===== src/rtl/muldiv_unit.sv =====
// Iterative RV32M multiply/divide unit for the execute stage.
// Shift-add multiply, restoring divide, single-cycle divide corner cases.
module muldiv_unit #(
  parameter int XLEN           = 32,
  parameter int BITS_PER_CYCLE = 1
) (
  input  logic            clk,
  input  logic            rst,
  input  logic            en,
  input  logic [2:0]      funct,
  input  logic [XLEN-1:0] op1,
  input  logic [XLEN-1:0] op2,
  input  logic [4:0]      rd_addr_in,
  input  logic            flush,
  output logic            busy,
  output logic            done,
  output logic            rd_en,
  output logic [4:0]      rd_addr,
  output logic [XLEN-1:0] rd_data
);

  localparam int N  = XLEN / BITS_PER_CYCLE;
  localparam int CW = $clog2(N + 1);
  localparam logic [XLEN-1:0] MIN_NEG = {1'b1, {(XLEN-1){1'b0}}};

  typedef enum logic [1:0] {IDLE, CALC, FIN} state_e;

  state_e            state_q, state_d;
  logic [CW-1:0]     cnt_q, cnt_d;
  logic [2*XLEN-1:0] acc_q, acc_d;
  logic [XLEN-1:0]   opb_q, opb_d;
  logic [2:0]        funct_q, funct_d;
  logic [4:0]        dst_q, dst_d;
  logic              negq_q, negq_d;
  logic              negr_q, negr_d;
  logic              done_q, done_d;
  logic              rd_en_q, rd_en_d;
  logic [4:0]        rd_addr_q, rd_addr_d;
  logic [XLEN-1:0]   rd_data_q, rd_data_d;

  logic              sgn1, sgn2, neg1, neg2;
  logic [XLEN-1:0]   mag1, mag2;
  logic              div_zero, div_ovf, fast;
  logic [XLEN-1:0]   fast_res;
  logic [2*XLEN-1:0] acc_n, prod;
  logic [XLEN:0]     sum, tmp;
  logic [XLEN-1:0]   quo, rem, res;

  always_comb begin
    sgn1     = funct inside {3'b001, 3'b010, 3'b100, 3'b110};
    sgn2     = funct inside {3'b001, 3'b100, 3'b110};
    neg1     = sgn1 & op1[XLEN-1];
    neg2     = sgn2 & op2[XLEN-1];
    mag1     = neg1 ? -op1 : op1;
    mag2     = neg2 ? -op2 : op2;
    div_zero = op2 == '0;
    div_ovf  = ~funct[0] & (op1 == MIN_NEG) & (op2 == '1);
    fast     = funct[2] & (div_zero | div_ovf);
    if (div_zero) fast_res = funct[1] ? op1 : '1;
    else          fast_res = funct[1] ? '0 : op1;
  end

  // One iteration retires BITS_PER_CYCLE multiplier or quotient bits.
  always_comb begin
    acc_n = acc_q;
    sum   = '0;
    tmp   = '0;
    for (int i = 0; i < BITS_PER_CYCLE; i++) begin
      if (funct_q[2]) begin
        tmp = {acc_n[2*XLEN-1:XLEN], acc_n[XLEN-1]};
        if (tmp >= {1'b0, opb_q}) begin
          sum   = tmp - {1'b0, opb_q};
          acc_n = {sum[XLEN-1:0], acc_n[XLEN-2:0], 1'b1};
        end else begin
          acc_n = {tmp[XLEN-1:0], acc_n[XLEN-2:0], 1'b0};
        end
      end else begin
        sum   = {1'b0, acc_n[2*XLEN-1:XLEN]}
              + (acc_n[0] ? {1'b0, opb_q} : '0);
        acc_n = {sum, acc_n[XLEN-1:1]};
      end
    end
  end

  always_comb begin
    prod = negq_q ? -acc_n : acc_n;
    quo  = negq_q ? -acc_n[XLEN-1:0] : acc_n[XLEN-1:0];
    rem  = negr_q ? -acc_n[2*XLEN-1:XLEN]
                  : acc_n[2*XLEN-1:XLEN];
    unique case (funct_q)
      3'b000:                 res = prod[XLEN-1:0];
      3'b001, 3'b010, 3'b011: res = prod[2*XLEN-1:XLEN];
      3'b100, 3'b101:         res = quo;
      default:                res = rem;
    endcase
  end

  always_comb begin
    state_d   = state_q;
    cnt_d     = cnt_q;
    acc_d     = acc_q;
    opb_d     = opb_q;
    funct_d   = funct_q;
    dst_d     = dst_q;
    negq_d    = negq_q;
    negr_d    = negr_q;
    done_d    = 1'b0;
    rd_en_d   = 1'b0;
    rd_addr_d = rd_addr_q;
    rd_data_d = rd_data_q;
    if (flush) begin
      state_d = IDLE;
    end else begin
      unique case (state_q)
        CALC: begin
          acc_d = acc_n;
          cnt_d = cnt_q - CW'(1);
          if (cnt_q == CW'(1)) begin
            state_d   = FIN;
            done_d    = 1'b1;
            rd_en_d   = dst_q != '0;
            rd_addr_d = dst_q;
            rd_data_d = (dst_q == '0) ? '0 : res;
          end
        end
        default: begin
          // FIN is the done cycle; a new op may start here.
          state_d = IDLE;
          if (en) begin
            funct_d = funct;
            dst_d   = rd_addr_in;
            acc_d   = {{XLEN{1'b0}}, mag1};
            opb_d   = mag2;
            negq_d  = neg1 ^ neg2;
            negr_d  = neg1;
            if (fast) begin
              state_d   = FIN;
              done_d    = 1'b1;
              rd_en_d   = rd_addr_in != '0;
              rd_addr_d = rd_addr_in;
              rd_data_d = (rd_addr_in == '0) ? '0 : fast_res;
            end else begin
              state_d = CALC;
              cnt_d   = CW'(N);
            end
          end
        end
      endcase
    end
  end

  always_ff @(posedge clk) begin
    if (rst) begin
      state_q   <= IDLE;
      cnt_q     <= '0;
      acc_q     <= '0;
      opb_q     <= '0;
      funct_q   <= '0;
      dst_q     <= '0;
      negq_q    <= 1'b0;
      negr_q    <= 1'b0;
      done_q    <= 1'b0;
      rd_en_q   <= 1'b0;
      rd_addr_q <= '0;
      rd_data_q <= '0;
    end else begin
      state_q   <= state_d;
      cnt_q     <= cnt_d;
      acc_q     <= acc_d;
      opb_q     <= opb_d;
      funct_q   <= funct_d;
      dst_q     <= dst_d;
      negq_q    <= negq_d;
      negr_q    <= negr_d;
      done_q    <= done_d;
      rd_en_q   <= rd_en_d;
      rd_addr_q <= rd_addr_d;
      rd_data_q <= rd_data_d;
    end
  end

  assign busy    = state_q == CALC;
  assign done    = done_q;
  assign rd_en   = rd_en_q;
  assign rd_addr = rd_addr_q;
  assign rd_data = rd_data_q;

endmodule


===== config.mk =====
export PLATFORM = sky130hd
export DESIGN_NAME = muldiv_unit
export DESIGN_NICKNAME = d
export VERILOG_FILES = /design/src/rtl/muldiv_unit.sv
export SDC_FILE = /design/constraint.sdc
export NUM_CORES = 1
export LEC_CHECK = 0
export CORE_MARGIN = 10
export CORE_UTILIZATION = 40
export CTS_BUF_LIST = sky130_fd_sc_hd__clkbuf_16
export DETAILED_ROUTE_END_ITERATION = 8
export PLACE_DENSITY_LB_ADDON = 0.05
export SKIP_CTS_REPAIR_TIMING = 1
export SLEW_MARGIN = 40
export SYNTH_ARGS = -nofsm -noshare
export SYNTH_HDL_FRONTEND = slang
export SYNTH_SLANG_ARGS = --single-unit

===== constraint.sdc =====
create_clock -name clk -period 4.9 [get_ports clk]
set_clock_uncertainty 0.1 [all_clocks]
set_input_delay 0.98 -clock clk [delete_from_list [all_inputs] [get_ports clk]]
set_output_delay 0.98 -clock clk [all_outputs]
set_load 0.01 [all_outputs]

==> flow_summary.toml <==
[worst_setup_path]
cp-end-kind = "register"
required_ps = 5190
r2r_slack_ps = 180
r2r_cells = 18
worstPathMaxFanout = 22
endpoint = "rd_data[31]"
cp-start-kind = "register"
worstSetupPathType = "register to register"
critical_path.startpoint = "acc_q[0]"
r2r-end = "rd_data[31]"
r2r-start = "acc_q[0]"
arrival_ps = 5020

[sta]
final_hold_viol_count = 0
setup_tns_ps = 0
max-slew-margin-rel = 0.438
min_period_over_period = 0.964
fmax_mhz = 212
setup_viol_count_final = 0
tightest_slew_ps = 821
finalMaxSlewViolations = 0
fin_crit_ps = 4720

[detailed_routing]
wl_met2_um = 33600
drc = 0
wl_met1_um = 37600
antenna_left = 0
top_layer_used = "met4"
wl_um = 82400
drt_iter0_markers = 2417
firstDrtPassIters = 8
met3_length_um = 9050
avgRoutedWirePerCell_um = 25.8
vias_per_cell = 6.30
vias = 20100

[final_layout]
final_cell_area_um2 = 20800
mostFrequentLayoutCells = "nor2_1, buf_4, nand2_1"
drive_above_1_share = 0.172
final_common_cell = "nor2_1"
finalNetCount = 2798
layout.cells.non_filler = 3194
syn_to_final_growth_pct = 25.3
utilization = 0.509
diodes = 0

[synth]
ys_ff_latch = 153
synth_ff_type = "dfxtp_1"
synth_edf_count = 0
syn_nets = 2532
yosys.area.top_type = "dfxtp_1"
synth.top_cell.area_share = 0.184
syn_inst = 2383
yosys_warnings = 0
netlist_area_um2 = 16600
async_reset_ff_frac = 0
avgSynthCellArea_um2 = 6.97
ys_types = 104
synth_seq_area_share = 0.184
netlist_top_cells_area = "dfxtp_1, nor2_1, a21oi_1"

[placement]
dpl.hpwl_um = 65600
gp_congestion = 1.00
dp_cells = 3157
placed_area_um2 = 19900
io_buffer_count = 115

[clocking]
cts_tree = "built"
path_clk_slew_ps = 80
h-tree-depth = 4
numCtsBuffers = 17
cts_root_buffer = "clkbuf_16"
cts.sinks = 153
cts_buffer_depth = 2
clkLatencyLatePin_ps = 510

[die]
die_area_um2 = 50100
initial_core_util = 0.406
boundaryPins = 116
rows = 74
core_area_um2 = 40900
die_width_um = 224
die_h_um = 224

[global_routing]
grt_first_pass_wirelength_um = 122000
grt_pass1_vias = 18600
track_usage = 0.317
grt_max_degree = 76
grt_overflow_total = 0
antenna_found_initial = 2

[min_path]
hp-class = "register to register"
min_path_cells = 2

[power]
powerDensity_nw_per_um2 = 218
p_leak_nw = 8.18
ir_worst_vdd_mv = 0.261

[job]
cap_violations = 0

[status]
status = "finished clean"
## cells in the mapped netlist (7+ instances only)
cell type and instances:
nand3_1 47, dfxtp_1 153, buf_1 16, inv_1 64, a211oi_1 67, buf_2 19, and2_1 51, nor3b_1 10
nand2b_1 12, nand4_1 35, nor4_1 29, clkbuf_1 111, a21o_1 29, or3_1 26, a21oi_1 225, o41ai_1 11
o211ai_1 36, nor2_1 313, o21ai_1 10, o211a_1 7, nand2_1 244, mux2i_1 39, a211o_1 13, a22oi_1 33
a311oi_1 15, or4_1 7, and4_1 13, xor2_1 70, ha_1 71, xnor2_1 90, a221oi_1 9, o22ai_1 15
or2_2 7, o31ai_1 30, nor2b_1 7, o221ai_1 7, o21a_1 12, and3_1 12, a31oi_1 26, nand3b_1 8
clkbuf_8 13, nor3_1 70, mux2_2 14, o21ai_0 150, o21bai_1 8
## power breakdown
part           internal [W]  switching [W]
Combinational      0.000688        0.00106
Clock              0.000732       0.000711
Sequential          0.00129      0.0000559
## routing by layer
metal,global-route usage,up-vias
met4,0.0981,0
met2,0.442,1086
met5,0,-
li1,-,9290
met1,0.463,9638
met3,0.0781,114
## metrics by stage
| stage | worst slack, ps | hold WS, ps | power, W |
|---|---|---|---|
| floorplan | 53.7 | 340 | 0.00229 |
| global placement | -75.4 | 349 | 0.00303 |
| detailed placement | -178 | 347 | 0.00303 |
| CTS | -188 | 358 | 0.00447 |
| global route | -33.5 | 382 | 0.00472 |
| finish | 178 | 359 | 0.00454 |
## critical path: stages (launching register included)
cell and delay [ps]:
dfxtp_1 390, buf_8 220, and2_1 260, ha_1 340, a21oi_1 260, o21ai_0 120, a21o_1 280, o21a_1 240
or4_1 400, o211a_1 170, a32oi_1 180, buf_4 190, nor3b_2 300, nand4b_1 200, nor4_2 320, buf_4 160
nor3_1 40, a311oi_1 280, a221oi_1 120
## sequential cells by signal, summed over array words and instances (netlist names)
name	cells
negr_q	1
dst_q	5
acc_q	64
negq_q	1
cnt_q	6
state_q	2
opb_q	32
done	1
funct_q	3
rd_addr	5
rd_en	1
rd_data	32
## cell families (layout without fill, tap and decap cells)
logic type	after synthesis	after routing	synth area share
xor+xnor	160	160	0.0843
fa+ha+maj	73	73	0.0559
mux	53	53	0.0330
compound gates	781	781	0.307
flops	153	153	0.184
simple gates	925	925	0.268
buf+inv	238	517	0.0670
## worst min path at each step
stage                          start  slack [ps]         end
final                     rd_data[6]         360  rd_data[6]
after global routing      rd_data[6]         380  rd_data[6]
after CTS                 rd_data[6]         360  rd_data[6]
after detailed placement  rd_data[6]         350  rd_data[6]
after global placement    rd_data[6]         350  rd_data[6]
after floorplan            opb_q[31]         340   opb_q[31]
## cell type report
cell class                      instances  area [µm²]
Tap cell                              532         666
Sequential cell                       153        3090
Multi-Input combinational cell       1992       12800
Timing Repair Buffer                  419        3460
Fill cell                            4219       20100
Clock buffer                           17         425
Clock inverter                         15         178
Inverter                               66         248
Power figures use the tool's default switching activity.
